`config.mk`:
```
export PLATFORM = sky130hd
export DESIGN_NAME = edge_zone_counter
export DESIGN_NICKNAME = d
export VERILOG_FILES = /design/src/rtl/edge_zone_pkg.sv /design/src/rtl/edge_zone_counter_if.sv /design/src/rtl/zone_accum.sv /design/src/rtl/edge_zone_counter.sv
export SDC_FILE = /design/constraint.sdc
export NUM_CORES = 1
export LEC_CHECK = 0
export ABC_AREA = 1
export CAP_MARGIN = 30
export CELL_PAD_IN_SITES_DETAIL_PLACEMENT = 0
export CELL_PAD_IN_SITES_GLOBAL_PLACEMENT = 1
export CORE_MARGIN = 2
export CORE_UTILIZATION = 30
export CTS_BUF_LIST = sky130_fd_sc_hd__clkbuf_16
export CTS_CLUSTER_SIZE = 10
export DETAILED_ROUTE_END_ITERATION = 16
export PLACE_DENSITY = 0.72
export SKIP_LAST_GASP = 1
export SYNTH_ARGS = -nofsm -noshare
export SYNTH_HDL_FRONTEND = slang
export SYNTH_SLANG_ARGS = --single-unit
```
`constraint.sdc`:
```
create_clock -name clk -period 4.9 [get_ports clk]
set_input_delay 0.98 -clock clk [delete_from_list [all_inputs] [get_ports clk]]
set_output_delay 0.98 -clock clk [all_outputs]
set_load 0.03 [all_outputs]
```
`src/rtl/edge_zone_pkg.sv`:
```
// Shared types and constants for the edge zone counter.
package edge_zone_pkg;

    // Default active frame size. A 640x480 frame has at most 307200 pixels,
    // which fits in a 19-bit count without wrapping.
    localparam int H_ACT_DEF = 640;
    localparam int V_ACT_DEF = 480;
    localparam int COUNT_W   = 19;
    localparam int COORD_W   = 10;

    // Frame FSM: wait for pixel (0,0), accumulate, then a one-cycle latch.
    typedef enum logic [1:0] {
        ST_IDLE  = 2'd0,
        ST_ACCUM = 2'd1,
        ST_LATCH = 2'd2
    } state_e;

    // Inclusive range test. A zone whose min exceeds its max never matches.
    function automatic logic in_range(input logic [COORD_W-1:0] v,
                                      input logic [COORD_W-1:0] lo,
                                      input logic [COORD_W-1:0] hi);
        return (v >= lo) && (v <= hi);
    endfunction

endpackage

```
`src/rtl/edge_zone_counter_if.sv`:
```
// Pixel bus: one Sobel result with its coordinate and valid flag.
interface edge_zone_counter_if;
    logic                            de;
    logic [edge_zone_pkg::COORD_W-1:0] x;
    logic [edge_zone_pkg::COORD_W-1:0] y;
    logic                            edge_bit;

    modport master (output de, x, y, edge_bit);
    modport slave  (input  de, x, y, edge_bit);
endinterface

```
`src/rtl/zone_accum.sv`:
```
// One rectangular zone: bound compare plus edge-pixel accumulator.
module zone_accum
    import edge_zone_pkg::*;
(
    input  logic               clk,
    input  logic               reset,
    edge_zone_counter_if.slave pix,
    input  logic               count_en,   // pixel is part of the current frame
    input  logic               clear,      // drop the running count
    input  logic [COORD_W-1:0] x_min,
    input  logic [COORD_W-1:0] x_max,
    input  logic [COORD_W-1:0] y_min,
    input  logic [COORD_W-1:0] y_max,
    output logic [COUNT_W-1:0] acc
);

    logic [COUNT_W-1:0] acc_q;
    logic [COUNT_W-1:0] acc_d;
    logic               hit_px;

    // Count an edge pixel that lies inside this zone's inclusive bounds.
    always_comb begin
        hit_px = count_en && pix.de && pix.edge_bit &&
                 in_range(pix.x, x_min, x_max) &&
                 in_range(pix.y, y_min, y_max);
        acc_d = acc_q;
        if (clear) begin
            acc_d = '0;
        end else if (hit_px) begin
            acc_d = acc_q + 1'b1;
        end
    end

    // Accumulator register.
    always_ff @(posedge clk or posedge reset) begin
        if (reset) begin
            acc_q <= '0;
        end else begin
            acc_q <= acc_d;
        end
    end

    assign acc = acc_q;

endmodule

```
`src/rtl/edge_zone_counter.sv`:
```
// Counts Sobel edge pixels per rectangular zone over a frame and latches
// per-zone counts and hit flags at the end of each complete frame.
//
// Result handshake: result_valid rises when a frame's results are latched
// and stays high until result_ack is sampled high; result_ack while
// result_valid is low has no effect. A new latch while result_valid is still
// high and not acked in that same cycle overwrites the results and sets the
// sticky overrun flag, which only reset clears.
//
// Timing: a pixel launched on edge n is counted at edge n+1 (state LATCH);
// results are visible after edge n+2.
module edge_zone_counter
    import edge_zone_pkg::*;
#(
    parameter int H_ACT    = H_ACT_DEF,
    parameter int V_ACT    = V_ACT_DEF,
    parameter int ZONE_NUM = 4,
    parameter int HIT_TH   = 200
) (
    input  logic                              clk,
    input  logic                              reset,
    input  logic                              en,
    input  logic                              DE,
    input  logic [COORD_W-1:0]                x_pixel,
    input  logic [COORD_W-1:0]                y_pixel,
    input  logic                              edge_in,
    input  logic [ZONE_NUM-1:0][COORD_W-1:0]  zone_x_min,
    input  logic [ZONE_NUM-1:0][COORD_W-1:0]  zone_x_max,
    input  logic [ZONE_NUM-1:0][COORD_W-1:0]  zone_y_min,
    input  logic [ZONE_NUM-1:0][COORD_W-1:0]  zone_y_max,
    output logic [ZONE_NUM-1:0][COUNT_W-1:0]  zone_count,
    output logic [ZONE_NUM-1:0]               zone_hit,
    output logic                              result_valid,
    input  logic                              result_ack,
    output logic                              overrun,
    output logic [1:0]                        state_dbg
);

    localparam logic [COORD_W-1:0] X_LAST   = COORD_W'(H_ACT - 1);
    localparam logic [COORD_W-1:0] Y_LAST   = COORD_W'(V_ACT - 1);
    localparam logic [COUNT_W-1:0] HIT_TH_C = COUNT_W'(HIT_TH);

    state_e                             state_q;
    state_e                             state_d;
    logic [ZONE_NUM-1:0][COUNT_W-1:0]   zone_count_q;
    logic [ZONE_NUM-1:0][COUNT_W-1:0]   zone_count_d;
    logic [ZONE_NUM-1:0]                zone_hit_q;
    logic [ZONE_NUM-1:0]                zone_hit_d;
    logic                               result_valid_q;
    logic                               result_valid_d;
    logic                               overrun_q;
    logic                               overrun_d;

    logic [ZONE_NUM-1:0][COUNT_W-1:0]   acc_all;
    logic                               count_en;
    logic                               acc_clear;
    logic                               in_frame;
    logic                               is_first;
    logic                               is_last;

    edge_zone_counter_if pix_bus ();

    assign pix_bus.de       = DE;
    assign pix_bus.x        = x_pixel;
    assign pix_bus.y        = y_pixel;
    assign pix_bus.edge_bit = edge_in;

    assign in_frame = (x_pixel <= X_LAST) && (y_pixel <= Y_LAST);
    assign is_first = (x_pixel == '0) && (y_pixel == '0);
    assign is_last  = (x_pixel == X_LAST) && (y_pixel == Y_LAST);

    // Frame sequencing: start on (0,0), count valid in-window pixels,
    // abort on en low, latch after the last pixel.
    always_comb begin
        state_d   = state_q;
        count_en  = 1'b0;
        acc_clear = 1'b0;
        case (state_q)
            ST_IDLE: begin
                if (en && DE && is_first) begin
                    count_en = 1'b1;
                    state_d  = is_last ? ST_LATCH : ST_ACCUM;
                end
            end
            ST_ACCUM: begin
                if (!en) begin
                    acc_clear = 1'b1;
                    state_d   = ST_IDLE;
                end else if (DE && in_frame) begin
                    count_en = 1'b1;
                    if (is_last) begin
                        state_d = ST_LATCH;
                    end
                end
            end
            ST_LATCH: begin
                acc_clear = 1'b1;
                state_d   = ST_IDLE;
            end
            default: begin
                state_d = ST_IDLE;
            end
        endcase
    end

    // Result registers and handshake flags.
    always_comb begin
        zone_count_d   = zone_count_q;
        zone_hit_d     = zone_hit_q;
        result_valid_d = result_valid_q;
        overrun_d      = overrun_q;
        if (result_valid_q && result_ack) begin
            result_valid_d = 1'b0;
        end
        if (state_q == ST_LATCH) begin
            zone_count_d   = acc_all;
            result_valid_d = 1'b1;
            for (int z = 0; z < ZONE_NUM; z++) begin
                zone_hit_d[z] = (acc_all[z] >= HIT_TH_C);
            end
            if (result_valid_q && !result_ack) begin
                overrun_d = 1'b1;
            end
        end
    end

    // State and output registers.
    always_ff @(posedge clk or posedge reset) begin
        if (reset) begin
            state_q        <= ST_IDLE;
            zone_count_q   <= '0;
            zone_hit_q     <= '0;
            result_valid_q <= 1'b0;
            overrun_q      <= 1'b0;
        end else begin
            state_q        <= state_d;
            zone_count_q   <= zone_count_d;
            zone_hit_q     <= zone_hit_d;
            result_valid_q <= result_valid_d;
            overrun_q      <= overrun_d;
        end
    end

    for (genvar g = 0; g < ZONE_NUM; g++) begin : g_zone
        zone_accum u_zone_accum (
            .clk      (clk),
            .reset    (reset),
            .pix      (pix_bus),
            .count_en (count_en),
            .clear    (acc_clear),
            .x_min    (zone_x_min[g]),
            .x_max    (zone_x_max[g]),
            .y_min    (zone_y_min[g]),
            .y_max    (zone_y_max[g]),
            .acc      (acc_all[g])
        );
    end

    assign zone_count   = zone_count_q;
    assign zone_hit     = zone_hit_q;
    assign result_valid = result_valid_q;
    assign overrun      = overrun_q;
    assign state_dbg    = state_q;

endmodule
```
# Word-level counts from Yosys, hierarchy flattened
# Cells that the tools add are included.
# totals
inputBits	186
wordCells	104
out_inout_bits	84
register_bits	160
# op_classes
n_mux	22
n_reduce_logical	37
addsub	4
n_eq_ne	7
order_cmp	22
# op_table
cell	n
$mux 19	8
$ge 10x10->1	8
$le 10x10->1	8
$add 19x1->19 const B	4
$ge 19x8->1 const B	4
$logic_and 1x1->1	26
$logic_not 10->1	2
$eq 10x10->1 const B	1
$eq 10x9->1 const B	1
$le 10x10->1 const B	1
$le 10x9->1 const B	1
$mux 2	5
$reduce_bool 2->1	5
$mux 1	6
$ne 3x3->1 const B	2
$pmux 1 s2	2
$pmux 2 s2	1
$reduce_and 3->1	1
$eq 2x1->1 const B	1
$eq 2x2->1 const B	1
$logic_not 2->1	1
$ne 2x2->1 const B	1
$reduce_and 2->1	1
$logic_not 1->1	1

# Logic depth before layout (Yosys ltp)
# Gate-level depths: netlist of run 1.
# depth
word_depth	12
mapped_depth	15
ltp_nobuf	14

# Cells and area by module
# A second synthesis of run 1 with hierarchy kept.
# hier_totals
hier_cells	1932
hier_area_um2	13441.6
# modules_own_cells
mod	seq_area_each_um2	cells_each	area_each_um2	instances
zone_accum at g_zone[0].u_zone_accum ...	475.5	373	2464.9	3
edge_zone_counter	2102.0	439	3585.9	1
zone_accum at g_zone[1].u_zone_accum	475.5	374	2461.1	1

# Worst setup path before layout of run 1
# Ideal clock, no wire load.
# synth_timing
kind	input-to-reg
start	in zone_x_max[39] (netlist name)
end	reg g_zone[3].u_zone_accum.acc_q[5]
path_buffers	1
t_arrival_ps	2309
setup_slack_ps	2474
t_required_ps	4782
stages	12
path_cell_list	inv_1 > ha_1 > a21o_1 > nor2_1 > nand3_1 > nand2_1 > nand2_1 > inv_1 > nand3_2 > buf_6 > nand3_1 > nand2_1
# synth_between
elab_chain_cells	5
# synth_lines
item	line	text
start, declared	edge_zone_counter.sv:28	input logic [ZONE_NUM-1:0][COORD_W-1:0] zone_x_max,
$le 10x10->1	edge_zone_pkg.sv:22	return (v >= lo) && (v <= hi);
$logic_and 1x1->1	edge_zone_pkg.sv:22	
$logic_and 1x1->1	zone_accum.sv:23	hit_px = count_en && pix.de && pix.edge_bit &&
$logic_and 1x1->1	zone_accum.sv:24	in_range(pix.x, x_min, x_max) &&
$reduce_bool 2->1 (no line)	-	
end signal, assigned	zone_accum.sv:37	acc_q <= '0;
end signal, assigned	zone_accum.sv:39	acc_q <= acc_d;
end, declared	zone_accum.sv:17	logic [COUNT_W-1:0] acc_q;
# Every way passes these cells.
# A chain may end at the register's enable or synchronous reset.

# Worst setup path in the final report of run 1
# layout_timing
start	in y_pixel[5]
end	reg g_zone[2].u_zone_accum.acc_q[15]
# layout_between
elab_chain_cells	11
word_cells_on_any_way	18
classes_between	order compare: 3; mux: 4; reduce/logical: 11
# layout_lines
item	line	text
start, declared	edge_zone_counter.sv:25	input logic [COORD_W-1:0] y_pixel,
$le 10x9->1	edge_zone_counter.sv:68	assign in_frame = (x_pixel <= X_LAST) && (y_pixel <= Y_LAST);
$logic_and 1x1->1	edge_zone_counter.sv:68	
$logic_and 1x1->1	edge_zone_counter.sv:89	end else if (DE && in_frame) begin
$mux 1	edge_zone_counter.sv:89	
$mux 1	edge_zone_counter.sv:86	if (!en) begin
$pmux 1 s2	edge_zone_counter.sv:78	case (state_q)
$logic_and 1x1->1 (3 in series)	zone_accum.sv:23	
$logic_and 1x1->1 (*)	zone_accum.sv:24	
$reduce_bool 2->1 (no line) (*)	-	
end signal, assigned	zone_accum.sv:37	
end signal, assigned	zone_accum.sv:39	
end, declared	zone_accum.sv:17	
# Every way passes the cells marked *; elsewhere a longest branch is shown, timed or not.

==> results.json, run 1 <==
{
  "cp.required_ns": 5.21,
  "p_leak_nw": 9.43,
  "cp_max_fo": 20,
  "hold_violations": 0,
  "drt_iter0_markers": 679,
  "drv_cap": 0,
  "dp_hpwl_mm": 30.6,
  "finalPower_mw": 3.88,
  "diodes": 0,
  "fin_ws_ns": 1.48,
  "finalCritPeriodShare_pct": 69.7,
  "grt_usage_pct": 17.5,
  "io_pins": 270,
  "layout_min_cycle_time_ns": 3.42,
  "wl_per_cell_um": 14.3,
  "cts_tree": "done",
  "hold_buffers": 0,
  "vias": 12800,
  "clock-root-buffer": "clkbuf_16",
  "fin_cells": 2784,
  "cts_repair_resize_count": 0,
  "synth-xor-area-share_pct": 3.94,
  "drt_pass1_iterations": 5,
  "holdWs_ns": 0.471,
  "via_per_inst": 4.59,
  "syn-num-nets": 2294,
  "start_kind": "primary input",
  "io_buffers": 269,
  "cts_setup_buffers": 0,
  "drive_gt1_share_pct": 2.87,
  "synth_compound_area_share_pct": 3.60,
  "die-height_um": 215,
  "synthMuxAreaShare_pct": 0,
  "dp_cells": 2752,
  "fmax_mhz": 293,
  "cts_buffers": 17,
  "grt_pass1_wl_mm": 65.5,
  "fin_skew_ns": 0.0120,
  "slew_headroom_pct": 46.3,
  "std_cell_rows": 77,
  "grt_max_degree": 81,
  "gr-total-overflow": 0,
  "synth-simple-area-share_pct": 34.0,
  "clk_latency_ns": 0.43,
  "coreArea_um2": 44000,
  "rsz0062_at_grt": "false",
  "initial_utilization_pct": 30.3,
  "gp_congestion": 0.860,
  "seq_area_um2": 4000,
  "area_growth_pct": 28.5,
  "outcome": "finished clean",
  "critPathKind": "primary input to flop",
  "cts_max_level": 4,
  "fin_tns_setup_ns": 0,
  "avgSynthCellArea_um2": 6.88,
  "preCtsSetupSlack_ns": 1.00,
  "synth-adder-area-share_pct": 16.1,
  "die_w_um": 215,
  "nets": 2536,
  "cts.sinks": 160,
  "min_path_type": "flop to flop",
  "critPathArrivalTime_ns": 3.73,
  "die-area_um2": 46100,
  "postRouteAntennaNets": 0,
  "multi_input_area_um2": 7680,
  "clockBufferDepth": 2,
  "drcViolationCount": 0,
  "syn_area_um2": 13300,
  "synth_cell_types": 33,
  "synth_top_family_by_area": "simple AND/OR/NAND/NOR gates",
  "fillerInstances": 4615,
  "ys_ff_latch": 160,
  "end_kind": "flop",
  "antenna_found_initial": 0,
  "synth_sequential_area_ratio_pct": 30.0,
  "worst_slew_pin_slew_ns": 0.806,
  "slew_violations": 0,
  "setup_viol": 0,
  "yosys_warnings": 0,
  "grt_pass1_vias": 12600,
  "ir_drop_uv": 203,
  "totalWireLength_mm": 39.8,
  "clk_pin_slew_worst_paths_ns": 0.07,
  "syn_inst": 1937,
  "regToRegSetupSlack_ns": 2.04,
  "p_per_area_nw_per_um2": 227
}
==> path summary, 6_finish.rpt <==
path,start,end,depth (start not counted)
max,y_pixel[5],g_zone[2].u_zone_accum.acc[15]$_DFFE_PP0P_,12
min,zone_count[25]$_DFFE_PP0P_,zone_count[25]$_DFFE_PP0P_,2
max reg2reg,state_dbg[0]$_DFFE_PP0P_,g_zone[0].u_zone_accum.acc[0]$_DFFE_PP0P_,8
min reg2reg,zone_count[25]$_DFFE_PP0P_,zone_count[25]$_DFFE_PP0P_,2
max in group asynchronous,reset,g_zone[3].u_zone_accum.acc[4]$_DFFE_PP0P_,3
min in group asynchronous,reset,g_zone[2].u_zone_accum.acc[11]$_DFFE_PP0P_,2
==> power by group <==
group / switching (mW) / internal [mW] / leakage (nW) / total [mW]
sequential: 0.0219 / 1.35 / 2.22 / 1.37
combinational: 0.782 / 0.396 / 6.93 / 1.18
clock: 0.617 / 0.717 / 0.282 / 1.33
==> cells in the mapped netlist <==
library cell,count,area share [%]
nand2_4,1,0.085
o21a_1,1,0.056
inv_1,354,10
nand4_1,102,4.8
clkbuf_1,16,0.45
o31ai_1,2,0.11
o21ai_0,33,1.2
nor3_1,6,0.23
xor2_1,55,3.6
buf_2,32,1.2
nand3_2,5,0.38
inv_2,3,0.085
buf_6,8,0.68
a41oi_1,2,0.13
or2_1,1,0.047
a21boi_4,1,0.14
dfrtp_1,160,30
nand2_2,1,0.047
nor2_1,152,4.3
xnor2_1,5,0.33
a31oi_1,1,0.047
o2111ai_1,1,0.066
nand3_1,146,5.5
o21ai_1,1,0.038
nor2_8,4,0.60
nand2_1,617,17
or2_2,1,0.047
a21oi_1,32,1.2
nor2_2,2,0.094
nor4_1,11,0.52
ha_1,171,16
o21bai_1,3,0.17
a21o_1,7,0.39
==> per-layer routing <==
metal	track usage (%)	wire, um	part of all wire, %
met4	3.82	501	1.3
met3	2.93	1860	4.7
met5	0	0	0
met2	29.6	18600	47
met1	23.3	18900	47
==> cell type report <==
| class | count | share of cell area (%) |
|---|---|---|
| sequential | 160 | 23.4 |
| inverter | 357 | 7.85 |
| tap | 592 | 4.32 |
| clock buffer | 17 | 2.48 |
| multi-input combinational | 1364 | 44.8 |
| clock inverter | 15 | 0.877 |
| timing repair buffer | 279 | 16.2 |
==> sequential cells by signal (all words and copies together), names as in the netlist <==
register / count
zone_hit: 4
zone_count: 76
overrun: 1
state_dbg: 2
result_valid: 1
g_zone.u_zone_accum.acc: 76
==> cell usage in the layout, fill, tap and decap left out, types with 33 or more instances in the layout <==
cell type / netlist / layout
clkdlybuf4s50_1: 0 / 269
dfrtp_1: 160 / 160
ha_1: 171 / 170
inv_1: 354 / 352
nand2_1: 617 / 616
nand3_1: 146 / 146
nand4_1: 102 / 102
nor2_1: 152 / 152
o21ai_0: 33 / 33
xor2_1: 55 / 55
==> worst max-delay path, cell delays in order <==
cell and delay [ns]:
clkdlybuf4s50_1 0.74, ha_1 0.48, nand2_1 0.06, nor2_1 0.16, nand4_1 0.11, nand2_1 0.10, nand2_1 0.10, inv_1 0.07
buf_4 0.26, nand3_2 0.38, nand3_1 0.20, nand2_1 0.06
==> cells by family after synthesis <==
family	after synthesis
adders and majority gates	171
AOI/OAI and AO/OA	84
buffers and inverters	413
and+or+nand+nor	1049
xor gates and xnor gates	60
DFF	160
==> stage by stage <==
stage                     util (%)  area (um2)
after floorplan                  -       13300
after CTS                     38.9       17100
after global placement        37.6       16600
final                         38.9       17100
after global routing          38.9       17100
after detailed placement      37.6       16600
Power figures use the tool's default switching activity.
==> run 2, diff against run 1 <==
--- a/config.mk
+++ b/config.mk
@@ -14,7 +14,7 @@
 export CTS_BUF_LIST = sky130_fd_sc_hd__clkbuf_16
 export CTS_CLUSTER_SIZE = 10
 export DETAILED_ROUTE_END_ITERATION = 16
-export PLACE_DENSITY = 0.72
+export PLACE_DENSITY = 0.69
 export SKIP_LAST_GASP = 1
 export SYNTH_ARGS = -nofsm -noshare
 export SYNTH_HDL_FRONTEND = slang
==> constraint.sdc (replaced) <==
create_clock -name clk -period 3.4 [get_ports clk]
set_input_delay 0.68 -clock clk [delete_from_list [all_inputs] [get_ports clk]]
set_output_delay 0.68 -clock clk [all_outputs]
set_load 0.03 [all_outputs]
==> run 2 against run 1 <==
  * Setup slack lost 0.95 ns
  * Core utilization is 0.56 points higher
  * Sequential share of layout area shrank 0.33 points
  * Power grew 48%
  * Sequential cell count unchanged
  * Routed wire length rose by 1.0%
  * Sequential power rose by 44%
  * Register-to-register slack worse by 0.99 ns
  * Via count fell by 0.78%
  * Largest cell class unchanged
  * Highest routed layer unchanged
==> results.json, run 2 (same netlist as run 1, synthesis figures left out) <==
{
  "critPathKind": "primary input to flop",
  "drv_cap": 0,
  "regToRegSetupSlack_ns": 1.05,
  "start_kind": "primary input",
  "grt_pass1_vias": 12700,
  "outcome": "finished clean",
  "finalCritPeriodShare_pct": 84.4,
  "min_path_type": "flop to flop",
  "io_buffers": 269,
  "drive_gt1_share_pct": 3.71,
  "drt_iter0_markers": 630,
  "grt_max_degree": 153,
  "mostFrequentLayoutCells": "616 x nand2_1, 353 x inv_1, 269 x clkdlybuf4s50_1",
  "dp_hpwl_mm": 30.9,
  "totalWireLength_mm": 40.2,
  "drcViolationCount": 0,
  "wl_per_cell_um": 14.3,
  "std_cell_rows": 77,
  "critPathArrivalTime_ns": 3.19,
  "switching_share_pct": 34.5,
  "grt_pass1_wl_mm": 66.2,
  "clock-root-buffer": "clkbuf_16",
  "clkPwrFrac_pct": 35.5,
  "die-area_um2": 46100,
  "slew_headroom_pct": 57.6,
  "mostFrequentLayoutCell": "nand2_1",
  "drt_pass1_iterations": 6,
  "die-height_um": 215,
  "cp_common_cell": "nand2_1",
  "rsz0062_at_grt": "false",
  "layout_min_cycle_time_ns": 2.87,
  "postRouteAntennaNets": 0,
  "cts_setup_buffers": 0,
  "worst_slew_pin_slew_ns": 0.636,
  "internal-power_mw": 3.77,
  "grt_usage_pct": 17.7,
  "die_w_um": 215,
  "ir_drop_uv": 239,
  "initial_utilization_pct": 30.3,
  "gr-total-overflow": 0,
  "slew_violations": 0,
  "end_kind": "flop",
  "clk_pin_slew_worst_paths_ns": 0.07,
  "fillerInstances": 4696,
  "p_comb_share_pct": 30.3,
  "fin_skew_ns": 0.00848,
  "gp_congestion": 0.854,
  "p_switching_mw": 1.99,
  "r2r_start": "state_dbg[1]$_DFFE_PP0P_",
  "cts.sinks": 160,
  "cp.required_ns": 3.72,
  "seq_power_share_pct": 34.3,
  "p_leak_nw": 9.56,
  "setup_viol": 0,
  "cp_max_fo": 19,
  "timing.hold.worst.start": "zone_count[25]$_DFFE_PP0P_",
  "finalPower_mw": 5.75,
  "cts_max_level": 4,
  "crit_start": "x_pixel[9]",
  "nets": 2557,
  "cts_buffers": 17,
  "coreArea_um2": 44000,
  "hold_violations": 0,
  "clk_latency_ns": 0.43,
  "critPathMaxStageDelay_ns": 0.69,
  "fin_tns_setup_ns": 0,
  "hold_buffers": 0,
  "clockBufferDepth": 2,
  "holdWs_ns": 0.466,
  "antenna_found_initial": 4,
  "p_per_area_nw_per_um2": 331,
  "io_pins": 270,
  "cp_cell_sequence": "clkdlybuf4s50_1 > ha_1 > nand2_1 > nor2_1 > nand4_1 > nand2_1 > nand2_1 > inv_1 > nand3_2 > nand3_1 > nand2_1",
  "via_per_inst": 4.51,
  "area_growth_pct": 30.4,
  "cts_tree": "done",
  "vias": 12700,
  "crit_slowest_cell": "clkdlybuf4s50_1",
  "cts_repair_resize_count": 0,
  "fmax_mhz": 348
}
-- run 2: cell type report --
class | count | area [um2] | area share, %
clock inverter | 15 | 190 | 1.09
inverter | 357 | 1350 | 7.74
sequential | 160 | 4000 | 23.0
tap | 592 | 741 | 4.26
timing repair buffer | 300 | 2980 | 17.1
clock buffer | 17 | 425 | 2.45
multi-input combinational | 1364 | 7680 | 44.2
antenna | 4 | 10.0 | 0.0576
-- run 2: worst max-delay path: cells and delay by family --
kind                       cells  cell delay (ns)
adders and majority gates      1             0.45
and+or+nand+nor                8             1.25
buffers and inverters          2             0.80
-- run 2: routing by layer --
layer  global-route usage (%)  share of wire, %
met5                        0                 0
met4                     5.23               2.0
met3                     3.28               4.5
met2                     29.5                46
met1                     23.3                47
-- run 2: power groups by stage --
stage / registers, mW / logic [mW] / clock network (mW)
after floorplan: 2.08 / 0.986 / 0
after global placement: 2.01 / 1.73 / 0
after detailed placement: 2.01 / 1.76 / 0
after CTS: 1.97 / 1.77 / 2.10
after global routing: 1.98 / 1.97 / 2.18
final: 1.97 / 1.74 / 2.04
-- run 2: through the flow --
stage	utilization [%]	cell area [um2]	std cells	setup WS (ns)
floorplan	-	13300	1937	0.691
global placement	38.0	16700	2773	0.0785
detailed placement	38.0	16700	2773	0.0420
CTS	39.4	17400	2805	0.508
global route	39.5	17400	2809	0.255
finish	39.5	17400	2809	0.531
-- run 2: path summary, 6_finish.rpt --
kind,cells after the start,to
worst max-delay path,11,g_zone[3].u_zone_accum.acc[2]$_DFFE_PP0P_
worst min-delay path,2,zone_count[25]$_DFFE_PP0P_
worst max register to register,11,g_zone[3].u_zone_accum.acc[2]$_DFFE_PP0P_
worst min register to register,2,zone_count[25]$_DFFE_PP0P_
max in group asynchronous,3,g_zone[0].u_zone_accum.acc[5]$_DFFE_PP0P_
min in group asynchronous,2,g_zone[2].u_zone_accum.acc[12]$_DFFE_PP0P_
